## src/rtl/pwm_motor_drive_if.sv

```systemverilog
// Command/status bundle between the motion decoder and the multi-channel PWM bridge driver.
// Channel k owns speed[k*W +: W], dir_in[k*2 +: 2] and bit k of every per-channel output.
interface pwm_motor_drive_if #(
    parameter int CH = 2,
    parameter int W  = 8
);
    logic [CH*W-1:0] speed;
    logic [CH*2-1:0] dir_in;
    logic [CH-1:0]   pwm1;
    logic [CH-1:0]   pwm2;
    logic [CH*W-1:0] cur_duty;
    logic [CH-1:0]   busy;

    modport master (output speed, dir_in, input pwm1, pwm2, cur_duty, busy);
    modport slave  (input speed, dir_in, output pwm1, pwm2, cur_duty, busy);
endinterface

```

## src/rtl/pwm_motor_drive.sv

```systemverilog
// Multi-channel H-bridge PWM: a shared prescaled period counter and per-channel slew-limited duty,
// brake/coast modes and a reversal sequence that holds both bridge inputs low for dead time.
module pwm_motor_ch #(
    parameter int W            = 8,
    parameter int RAMP_STEP    = 8,
    parameter int DEAD_PERIODS = 4
) (
    input  logic         i_clk,
    input  logic         i_rst_n,
    input  logic [W-1:0] i_cnt,
    input  logic         i_wrap,
    input  logic [W-1:0] i_speed,
    input  logic [1:0]   i_dir,
    output logic         o_pwm1,
    output logic         o_pwm2,
    output logic [W-1:0] o_cur,
    output logic         o_busy
);
    typedef enum logic [2:0] {S_IDLE, S_FWD, S_REV, S_DECEL, S_DEAD, S_BRAKE} state_t;

    localparam logic [1:0] D_COAST = 2'b00;
    localparam logic [1:0] D_FWD   = 2'b01;
    localparam logic [1:0] D_REV   = 2'b10;
    localparam logic [1:0] D_BRAKE = 2'b11;
    localparam int DW = (DEAD_PERIODS > 1) ? $clog2(DEAD_PERIODS) : 1;

    state_t        r_state;
    logic [W-1:0]  r_cur;
    logic          r_fwd;
    logic [DW-1:0] r_dead;
    logic          r_pwm1;
    logic          r_pwm2;

    logic          w_on;
    logic [W-1:0]  w_tgt;
    logic [W-1:0]  w_ramp;
    logic [W:0]    w_up;
    logic [W:0]    w_dn_lim;

    assign w_on     = (i_cnt < r_cur);
    assign w_tgt    = (r_state == S_DECEL) ? '0 : i_speed;
    assign w_up     = {1'b0, r_cur} + (W+1)'(RAMP_STEP);
    assign w_dn_lim = {1'b0, w_tgt} + (W+1)'(RAMP_STEP);

    // One extra bit keeps the step from wrapping past either rail before clamping to target.
    always_comb begin
        w_ramp = r_cur;
        if (r_cur < w_tgt)
            w_ramp = (w_up > {1'b0, w_tgt}) ? w_tgt : w_up[W-1:0];
        else if (r_cur > w_tgt)
            w_ramp = ({1'b0, r_cur} > w_dn_lim) ? (r_cur - W'(RAMP_STEP)) : w_tgt;
    end

    always_ff @(posedge i_clk) begin
        if (!i_rst_n) begin
            r_state <= S_IDLE;
            r_cur   <= '0;
            r_fwd   <= 1'b1;
            r_dead  <= '0;
            r_pwm1  <= 1'b0;
            r_pwm2  <= 1'b0;
        end else begin
            case (r_state)
                S_IDLE, S_BRAKE: begin
                    case (i_dir)
                        D_FWD:   begin r_state <= S_FWD; r_fwd <= 1'b1; r_cur <= '0; end
                        D_REV:   begin r_state <= S_REV; r_fwd <= 1'b0; r_cur <= '0; end
                        D_BRAKE: r_state <= S_BRAKE;
                        default: r_state <= S_IDLE;
                    endcase
                end
                S_FWD, S_REV: begin
                    if (i_dir == D_COAST) begin
                        r_state <= S_IDLE;
                        r_cur   <= '0;
                    end else if (i_dir == D_BRAKE) begin
                        r_state <= S_BRAKE;
                        r_cur   <= '0;
                    end else if ((i_dir == D_FWD) != r_fwd) begin
                        r_state <= S_DECEL;
                    end else if (i_wrap) begin
                        r_cur <= w_ramp;
                    end
                end
                S_DECEL: begin
                    if (i_dir == D_COAST) begin
                        r_state <= S_IDLE;
                        r_cur   <= '0;
                    end else if (i_dir == D_BRAKE) begin
                        r_state <= S_BRAKE;
                        r_cur   <= '0;
                    end else if ((i_dir == D_FWD) == r_fwd) begin
                        r_state <= r_fwd ? S_FWD : S_REV;
                    end else if (i_wrap) begin
                        if (r_cur == '0) begin
                            r_state <= S_DEAD;
                            r_dead  <= '0;
                        end else begin
                            r_cur <= w_ramp;
                        end
                    end
                end
                S_DEAD: begin
                    // Command is only looked at on the wrap that ends the dead time.
                    if (i_wrap) begin
                        if (r_dead == DW'(DEAD_PERIODS-1)) begin
                            r_cur  <= '0;
                            r_dead <= '0;
                            case (i_dir)
                                D_FWD:   begin r_state <= S_FWD; r_fwd <= 1'b1; end
                                D_REV:   begin r_state <= S_REV; r_fwd <= 1'b0; end
                                D_BRAKE: r_state <= S_BRAKE;
                                default: r_state <= S_IDLE;
                            endcase
                        end else begin
                            r_dead <= r_dead + 1'b1;
                        end
                    end
                end
                default: r_state <= S_IDLE;
            endcase

            r_pwm1 <= 1'b0;
            r_pwm2 <= 1'b0;
            case (r_state)
                S_FWD:   r_pwm1 <= w_on;
                S_REV:   r_pwm2 <= w_on;
                S_DECEL: if (r_fwd) r_pwm1 <= w_on; else r_pwm2 <= w_on;
                S_BRAKE: begin r_pwm1 <= 1'b1; r_pwm2 <= 1'b1; end
                default: ;
            endcase
        end
    end

    assign o_pwm1 = r_pwm1;
    assign o_pwm2 = r_pwm2;
    assign o_cur  = r_cur;
    assign o_busy = (r_state == S_DECEL) || (r_state == S_DEAD);
endmodule

module pwm_motor_drive #(
    parameter int CH           = 2,
    parameter int W            = 8,
    parameter int PRESCALE     = 1,
    parameter int RAMP_STEP    = 8,
    parameter int DEAD_PERIODS = 4
) (
    input  logic              CLK,
    input  logic              RST_N,
    pwm_motor_drive_if.slave  bus
);
    localparam int MAXV = (1 << W) - 1;
    localparam int PW   = (PRESCALE > 1) ? $clog2(PRESCALE) : 1;

    logic [PW-1:0]   r_pre;
    logic [W-1:0]    r_cnt;
    logic            w_tick;
    logic            w_wrap;
    logic [CH-1:0]   w_pwm1;
    logic [CH-1:0]   w_pwm2;
    logic [CH-1:0]   w_busy;
    logic [CH*W-1:0] w_cur;

    assign w_tick = (r_pre == PW'(PRESCALE-1));
    assign w_wrap = w_tick && (r_cnt == W'(MAXV-1));

    always_ff @(posedge CLK) begin
        if (!RST_N) begin
            r_pre <= '0;
            r_cnt <= '0;
        end else if (w_tick) begin
            r_pre <= '0;
            r_cnt <= w_wrap ? '0 : r_cnt + 1'b1;
        end else begin
            r_pre <= r_pre + 1'b1;
        end
    end

    for (genvar k = 0; k < CH; k++) begin : g_ch
        pwm_motor_ch #(
            .W            (W),
            .RAMP_STEP    (RAMP_STEP),
            .DEAD_PERIODS (DEAD_PERIODS)
        ) u_ch (
            .i_clk   (CLK),
            .i_rst_n (RST_N),
            .i_cnt   (r_cnt),
            .i_wrap  (w_wrap),
            .i_speed (bus.speed[k*W +: W]),
            .i_dir   (bus.dir_in[k*2 +: 2]),
            .o_pwm1  (w_pwm1[k]),
            .o_pwm2  (w_pwm2[k]),
            .o_cur   (w_cur[k*W +: W]),
            .o_busy  (w_busy[k])
        );
    end

    assign bus.pwm1     = w_pwm1;
    assign bus.pwm2     = w_pwm2;
    assign bus.cur_duty = w_cur;
    assign bus.busy     = w_busy;
endmodule

```

## src/flat_wrapper.sv

```systemverilog
// flat-port wrapper written by rule: the top's interface ports become plain ports
module pwm_motor_drive_flat 
#(
    parameter int CH           = 2,
    parameter int W            = 8,
    parameter int PRESCALE     = 1,
    parameter int RAMP_STEP    = 8,
    parameter int DEAD_PERIODS = 4
)
  (CLK, RST_N, bus_speed, bus_dir_in, bus_pwm1, bus_pwm2, bus_cur_duty, bus_busy);
  pwm_motor_drive_if #(.CH(CH), .W(W)) bus_i ();
  input  logic CLK;
  input  logic RST_N;
  input wire logic [$bits(bus_i.speed)-1:0] bus_speed;
  input wire logic [$bits(bus_i.dir_in)-1:0] bus_dir_in;
  output wire logic [$bits(bus_i.pwm1)-1:0] bus_pwm1;
  output wire logic [$bits(bus_i.pwm2)-1:0] bus_pwm2;
  output wire logic [$bits(bus_i.cur_duty)-1:0] bus_cur_duty;
  output wire logic [$bits(bus_i.busy)-1:0] bus_busy;
  assign bus_i.speed = bus_speed;
  assign bus_i.dir_in = bus_dir_in;
  assign bus_pwm1 = bus_i.pwm1;
  assign bus_pwm2 = bus_i.pwm2;
  assign bus_cur_duty = bus_i.cur_duty;
  assign bus_busy = bus_i.busy;
  pwm_motor_drive #(.CH(CH), .W(W), .PRESCALE(PRESCALE), .RAMP_STEP(RAMP_STEP), .DEAD_PERIODS(DEAD_PERIODS)) u_core (.CLK(CLK), .RST_N(RST_N), .bus(bus_i));
endmodule
```

## config.mk

```make
export PLATFORM = sky130hd
export DESIGN_NAME = pwm_motor_drive_flat
export DESIGN_NICKNAME = d
export VERILOG_FILES = /design/src/rtl/pwm_motor_drive_if.sv /design/src/rtl/pwm_motor_drive.sv /design/src/flat_wrapper.sv
export SDC_FILE = /design/constraint.sdc
export NUM_CORES = 1
export LEC_CHECK = 0
export BUFFER_PORTS_ARGS = -buffer_cell sky130_fd_sc_hd__buf_2
export CORE_UTILIZATION = 40
export DETAILED_ROUTE_END_ITERATION = 10
export SETUP_SLACK_MARGIN = 0.15
export SLEW_MARGIN = 20
export SYNTH_ARGS = -nofsm -noshare
export SYNTH_HDL_FRONTEND = slang
export SYNTH_HIERARCHICAL = 1
export SYNTH_SLANG_ARGS = --single-unit
```

## constraint.sdc

```tcl
create_clock -name CLK -period 5.6 [get_ports CLK]
set_input_delay 0.28 -clock CLK [delete_from_list [all_inputs] [get_ports CLK]]
set_output_delay 0.28 -clock CLK [all_outputs]
set_load 0.01 [all_outputs]
```

==> impl_results.md, run 1 <==
* Relative slew slack at between 50% and 60%
* Hold Crit Endpoint: u_core/g_ch[1].u_ch/o_cur[2]
* WS Path Type: reg -> reg
* Placer Congestion at slightly below 0.9
* Most used DFF post-synth: dfxtp_1
* Peak VDD IR at around 0.13 mV
* Post-CTS Resized at 0
* CP startpoint kind: flip-flop
* CTS root buf: clkbuf_16
* Antenna violations before repair at 0
* Clock sinks at 41
* CTS buffer count at 5
* Hold Violations, Final at 0
* DRC at 0
* Dpl ws at ~2.3 ns
* Global Route Usage Sum at about a fifth
* #FFs+latches synth at 41
* Synthesized area at ~4500 sq um
* H-tree levels at 2
* CP arrival at between 3 and 4 ns
* Min-delay src: bus_speed[10]
* First-pass GRT wire length at just under 20 mm
* Library cells used by synthesis at 87
* Vias/cell at roughly 6
* Post-route ant nets at 0
* Reg-to-reg slack, setup at approximately 2.2 ns
* Iteration count of the initial detailed-routing pass at 4
* Worst reg-to-reg path cell count at 10
* Clock-pin slew on the worst setup and hold paths at around 0.060 ns
* Wire length per cell at around 16 microns
* Status: finished, final reports clean
* Top post-synthesis cells by area: ha_1 (19%), dfxtp_1 (18%), nand2_1 (6.1%)
* DP Wirelength at between 8 and 9 mm
* Die Ht at between 100 and 150 microns
* Core footprint at 10900 sq um
* Worst Tran Pin Value at between 0.7 and 0.8 ns
* Area leader, netlist: ha_1
* Vias post-DR at about 4400
* Worst Path Required at approximately 5.8 ns
* Number of global-route vias before repair at around 4000
* Largest net degree at the start of global routing at 24
* Final critical-path share of the clock period at around three fifths
* Async S/R FF share, synth at 0%
* Hold path depth at 2
* Max Slew Vio Count at 0
* PnR worst setup slack at about 2.2 ns
* HP Class: in -> reg
* IO Pins at 44
* Cells after synthesis at 579
* Clk_lat worst skew at between 0.2 and 0.3 ns
* Register area share after synthesis at between 10% and 20%
* Setup crit end kind: flip-flop
* Final setup fails at 0
* Wirelength, routed at between 10 and 15 mm
* Share of the synthesized area in the top cell type at around a fifth
* Max cap viols at 0
* DIE AREA at between 10000 and 15000 sq um
* RSZ-0062 raised after global routing: no
* Initial core utilization at between 40 and 50%
* Layout cells sized above 1 at 12.0%
* LEAKAGE at between 0.002 and 0.0025 uW
* Grt ovf at 0
* Synth-to-Final Area Change at 9.55%
* Post-synth EDFFs at 0
* Count of input and output buffers at 43
* Post-synth net total at 671
* Post-CTS Repair Setup Buffers at 0
* Final min period at approximately 3.4 ns
* Fmax at just under 300 MHz
* Cts hold-fix bufs at 0
* PD cells at between 200 and 300 nW/um^2
* CTS tree: done
* Die Wd at about 110 microns
* Crit Path Max Fanout at 21
* TNS Setup at 0 ns
* Reg-to-reg critical path startpoint: u_core/g_ch[0].u_ch/r_state[1]
* Worst reg2reg endpoint: u_core/g_ch[0].u_ch/o_cur[3]
* Rows at 38
* # diodes at 0
* Clock skew at 0.00542 ns
* Initial DRC Count at 244
* Mean post-synth cell area at between 7 and 8 sq um
* CTS Buffer Depth at 2
* Fin nets at 700
* Number of synthesis warnings at 6
[cell type report]
type                    count  area (sq um)
multi-input cells         481          3460
fillers                  1104          5990
well taps                 140           175
flip-flops and latches     41           821
inverters                  36           135
repair buffers             43           215
clock inverters             1          7.51
clock buffers               6           139
[sequential cells by signal, indices dropped and copies added (netlist names)]
| signal | flops |
|---|---|
| u_core/g_ch.u_ch/o_pwm2 | 2 |
| u_core/g_ch.u_ch/r_fwd | 2 |
| u_core/g_ch.u_ch/o_cur | 16 |
| u_core/g_ch.u_ch/r_state | 6 |
| u_core/r_cnt | 8 |
| u_core/r_pre | 1 |
| u_core/g_ch.u_ch/o_pwm1 | 2 |
| u_core/g_ch.u_ch/r_dead | 4 |
[cell families (layout without fill, tap and decap cells)]
kind of cell	count (synthesis)	in the layout	share of synthesized area, %
AOI/OAI and AO/OA	164	164	26.7
xor gates and xnor gates	22	22	4.26
adders and majority gates	70	70	19.4
buffers and inverters	57	86	5.32
DFF	41	41	18.2
muxes	5	5	1.14
other	1	1	0.0830
and+or+nand+nor	219	219	25.0
[how the worst max path moves through the flow]
stage                                               from                           end  cells after the start
final                     u_core/g_ch[0].u_ch/r_state[1]  u_core/g_ch[0].u_ch/o_cur[3]                     10
after global routing      u_core/g_ch[0].u_ch/r_state[1]  u_core/g_ch[0].u_ch/o_cur[3]                     10
after CTS                 u_core/g_ch[0].u_ch/r_state[1]  u_core/g_ch[0].u_ch/o_cur[3]                     10
after detailed placement  u_core/g_ch[0].u_ch/r_state[1]  u_core/g_ch[0].u_ch/o_cur[3]                     10
after global placement    u_core/g_ch[1].u_ch/r_state[1]  u_core/g_ch[1].u_ch/o_cur[6]                     10
after floorplan           u_core/g_ch[1].u_ch/r_state[2]  u_core/g_ch[1].u_ch/o_cur[6]                     12
[metrics by stage]
step | util (%) | hold slack, ns | cell area (sq um) | instances | power [uW]
floorplan | - | 0.356 | 4520 | 579 | 826
global placement | 43.9 | 0.449 | 4800 | 741 | 950
detailed placement | 43.9 | 0.451 | 4800 | 741 | 957
CTS | 45.3 | 0.247 | 4950 | 748 | 1250
global route | 45.3 | 0.256 | 4950 | 748 | 1340
finish | 45.3 | 0.248 | 4950 | 748 | 1260
[cells in the final DEF, fill, tap and decap left out, drive strengths merged, types with 8 or more instances in the layout]
cell,count
a21o,17
a21oi,46
buf,43
dfxtp,41
ha,70
inv,36
nand2,75
nand3,27
nand4,12
nor2,40
nor3,16
o211ai,8
o21ai,22
xnor2,16
[metal layers]
| layer | track usage, % | vias up | wire length (microns) |
|---|---|---|---|
| met4 | 4.34 | 0 | 119 |
| met3 | 2.89 | 14 | 479 |
| li1 | - | 2190 | - |
| met1 | 26.4 | 2031 | 5540 |
| met5 | 0 | - | 0 |
| met2 | 35.3 | 140 | 5480 |
[where the power goes]
| group | leakage (uW) | internal (uW) | switching [uW] | total, uW |
|---|---|---|---|---|
| sequential | 0.000333 | 319 | 76.6 | 396 |
| clock | 0.0000690 | 175 | 122 | 297 |
| combinational | 0.00189 | 234 | 330 | 564 |
[worst max-delay path, stage by stage, from the launching register on]
cell      delay (ns)
dfxtp_1         0.66
nand3b_2        0.45
nand2_1         0.32
ha_1            0.29
a21oi_1         0.14
o21ai_0         0.10
a21oi_1         0.29
nand3_1         0.16
o22ai_1         0.52
nor3_1          0.11
o211a_1         0.24
[cell usage after synthesis, types with 5 or more instances]
| cell type | count |
|---|---|
| dfxtp_1 | 41 |
| nor2_1 | 40 |
| clkbuf_1 | 11 |
| o211ai_1 | 7 |
| o21ai_1 | 6 |
| o21ai_0 | 16 |
| a31oi_1 | 6 |
| a21o_1 | 16 |
| xor2_1 | 6 |
| ha_1 | 70 |
| nand2_1 | 74 |
| nor3_1 | 15 |
| nand4_1 | 11 |
| a32o_1 | 6 |
| inv_1 | 35 |
| nand2b_1 | 7 |
| xnor2_1 | 16 |
| a21oi_1 | 45 |
| nand3_1 | 27 |
| and2_1 | 5 |
Note: power is estimated with default switching activity, not from simulation.
==> run 2, diff against run 1 <==
==> constraint.sdc (replaced) <==
create_clock -name CLK -period 2.9 [get_ports CLK]
set_input_delay 0.145 -clock CLK [delete_from_list [all_inputs] [get_ports CLK]]
set_output_delay 0.145 -clock CLK [all_outputs]
set_load 0.01 [all_outputs]
==> run 2 against run 1 <==
Compared with the run above:
- utilization up 5.7 points
- first-iteration DRC count up 28%
- clock skew down 0.0016 ns
- largest cell class unchanged
- sequential cell count unchanged
- global-route usage up 1.7 points
- die area unchanged
- highest routed layer unchanged
- power up 110%
- combinational power up 150%
- maximum frequency up 24%
- critical path depth unchanged
==> impl_results.md, run 2 (synthesis results as in run 1) <==
* CP startpoint kind: flip-flop (unchanged)
* Clock network fraction of total power at 21.6% (was 23.6%)
* Worst path bufs/invs at 0 (unchanged)
* Worst Tran Pin Value at 0.572 ns (was 0.728 ns)
* Clock-pin slew on the worst setup and hold paths at 0.06 ns (about the same)
* NetSw at 1110 uW (was 528 uW)
* First-pass GRT wire length at 20.9 mm (was 19.3 mm)
* DRC at 0 (unchanged)
* # diodes at 0 (unchanged)
* PD cells at 477 nW/um^2 (was 254 nW/um^2)
* FILL cells at 1057 (was 1104)
* DP Wirelength at 9.69 mm (was 8.92 mm)
* Worst reg-to-reg path cell count at 10 (unchanged)
* Peak VDD IR at 0.388 mV (was 0.134 mV)
* Most common cell after layout, fill and taps aside: nand2_1 (unchanged)
* Final min period at 2.74 ns (was 3.41 ns)
* Final setup fails at 0 (unchanged)
* Layout Cells excl Fill at 797 (was 748)
* Count of input and output buffers at 43 (unchanged)
* RSZ-0062 raised after global routing: yes (was no)
* WS Path Type: reg -> reg (unchanged)
* Grt ovf at 0 (unchanged)
* Vias/cell at 5.82 (was 5.85)
* Reg-to-reg critical path startpoint: u_core/g_ch[1].u_ch/o_cur[5] (was u_core/g_ch[0].u_ch/r_state[1])
* CTS buffer count at 5 (unchanged)
* DRT met1 WL at 6.14 mm (was 5.54 mm)
* Layout cells sized above 1 at 24.5% (was 12.0%)
* DP Area at 5110 sq um (was 4800 sq um)
* Synth-to-Final Area Change at 23.4% (was 9.55%)
* Rows at 38 (unchanged)
* Wire length per cell at 16.0 microns (was 15.5 microns)
* Pint at 1550 uW (was 728 uW)
* Sequential share of power at 25.9% (was 31.5%)
* Wirelength, routed at 12.7 mm (was 11.6 mm)
* Number of global-route vias before repair at 4425 (was 4094)
* Setup crit end kind: flip-flop (unchanged)
* Max cap viols at 0 (unchanged)
* Min-delay src: bus_speed[10] (unchanged)
* CP arrival at 2.92 ns (was 3.59 ns)
* Switching part of the total at 41.7% (was 42.0%)
* Hold Crit Endpoint: u_core/g_ch[1].u_ch/o_cur[2] (unchanged)
* CP delay by family, top: compound AO/OA/AOI/OAI gates (unchanged)
* Global Route Usage Sum at 22.0% (was 20.2%)
* CTS tree: done (unchanged)
* PnR worst setup slack at 0.157 ns (was 2.19 ns)
* Met2 wire len at 5.93 mm (was 5.48 mm)
* Worst Path Required at 3.08 ns (was 5.77 ns)
* Hold path depth at 2 (unchanged)
* Vias post-DR at 4642 (was 4375)
* Storage element area at 842 sq um (was 821 sq um)
* Hold Violations, Final at 0 (unchanged)
* Status: finished, final reports clean (unchanged)
* CTS Buffer Depth at 2 (unchanged)
* Final critical-path share of the clock period at 94.6% (was 60.9%)
* CP max stage cell: or4b_4 (was dfxtp_1)
* Fmax at 365 MHz (was 293 MHz)
* Placed insts at 776 (was 741)
* Worst reg2reg endpoint: u_core/g_ch[1].u_ch/o_cur[4] (was u_core/g_ch[0].u_ch/o_cur[3])
* Metal3 WL at 445 microns (was 479 microns)
* Combinational power share at 52.5% (was 44.9%)
* Clock sinks at 41 (unchanged)
* Antenna violations before repair at 0 (unchanged)
* Max Slew Vio Count at 0 (unchanged)
* Worst Setup SP: u_core/g_ch[1].u_ch/o_cur[5] (was u_core/g_ch[0].u_ch/r_state[1])
* Relative slew slack at 61.5% (was 51.3%)
* Final instance area at 5580 sq um (was 4950 sq um)
* Initial DRC Count at 312 (was 244)
* IO Pins at 44 (unchanged)
* Final Core Density at 51.0% (was 45.3%)
* Die Ht at 108 microns (unchanged)
* H-tree levels at 2 (unchanged)
* Clock skew at 0.00385 ns (was 0.00542 ns)
* CTS root buf: clkbuf_16 (unchanged)
* HP Class: in -> reg (unchanged)
* Initial core utilization at 41.3% (unchanged)
* Cell chain of the critical path: nand3_2 > xnor2_2 > ha_4 > a21o_1 > a21oi_2 > or4b_4 > o211ai_4 > nand2_2 > a311o_1 > a32o_1 (was nand3b_2 > nand2_1 > ha_1 > a21oi_1 > o21ai_0 > a21oi_1 > nand3_1 > o22ai_1 > nor3_1 > o211a_1)
* Crit Path Max Fanout at 8 (was 21)
* Max layer used: met4 (unchanged)
* Largest net degree at the start of global routing at 18 (was 24)
* LEAKAGE at 0.00262 uW (was 0.00229 uW)
* Reg-to-reg slack, setup at 0.16 ns (was 2.19 ns)
* Iteration count of the initial detailed-routing pass at 6 (was 4)
* DIE AREA at 11700 sq um (unchanged)
* Die Wd at 108 microns (unchanged)
* CP max stage delay at 0.48 ns (was 0.66 ns)
* Post-route ant nets at 0 (unchanged)
* Largest register FFs at 16 (unchanged)
* TNS Setup at 0 ns (unchanged)
* Placer Congestion at 0.899 (was 0.884)
* Leading cell types in the layout, fill and taps excluded: nand2_1 (71), ha_1 (64), buf_4 (46), buf_2 (43), a21oi_1 (40) (was nand2_1 (74), ha_1 (70), a21oi_1 (45), buf_2 (43), dfxtp_1 (41))
* Dpl ws at 0.0555 ns (was 2.28 ns)
* Clk_lat worst skew at 0.28 ns (about the same)
* Core footprint at 10900 sq um (unchanged)
* Multi-input gate area at 3700 sq um (was 3460 sq um)
* Fin nets at 748 (was 700)
## run 2: cell types whose count changed in the layout (fill, tap and decap cells not counted), sizes merged
cell	delta
buf	+47
clkbuf	+2
clkinvlp	-1
nand3b	+1
## run 2: routing by layer
layer	vias to the layer above	global-route usage (%)
li1	2297	-
met3	19	2.59
met5	-	0
met2	111	37.1
met1	2215	29.2
met4	0	6.66
## run 2: final cells by class
cell class / instances / area share, %
repair buffers: 90 / 10.4
flip-flops and latches: 41 / 15.1
clock buffers: 8 / 2.63
multi-input cells: 482 / 66.3
inverters: 36 / 2.42
well taps: 140 / 3.14
## run 2: how the worst max path moves through the flow
stage	end	slack, ns	cells after the start
floorplan	u_core/g_ch[1].u_ch/o_cur[4]	0.15	11
CTS	u_core/g_ch[0].u_ch/o_cur[1]	0.16	11
finish	u_core/g_ch[1].u_ch/o_cur[4]	0.16	10
global route	u_core/g_ch[1].u_ch/o_cur[6]	0.09	10
global placement	u_core/g_ch[1].u_ch/o_cur[4]	0.1	10
detailed placement	u_core/g_ch[1].u_ch/o_cur[4]	0.06	10
## run 2: power groups by stage
stage,clock network (uW),registers [uW],logic [uW]
2_1_floorplan,0,691,930
3_3_place_gp,0,679,1260
3_5_place_dp,0,681,1280
4_1_cts,592,670,1300
5_1_grt,621,696,1530
6_report,574,689,1400
## run 2: repair_timing
| item | in CTS | in global routing |
|---|---|---|
| gates resized for setup | 5 | 35 |
| pin swaps | 4 | 15 |
| setup buffers | 8 | 4 |
| cloned | 0 | 1 |
| hold buffers | 0 | 0 |
| endpoints found under the setup margin | 6 | 16 |
## run 2: metrics by stage
stage	power [uW]	hold slack (ns)
final	2660	0.118
after floorplan	1620	0.221
after global placement	1940	0.406
after global routing	2850	0.132
after CTS	2570	0.107
after detailed placement	1970	0.407
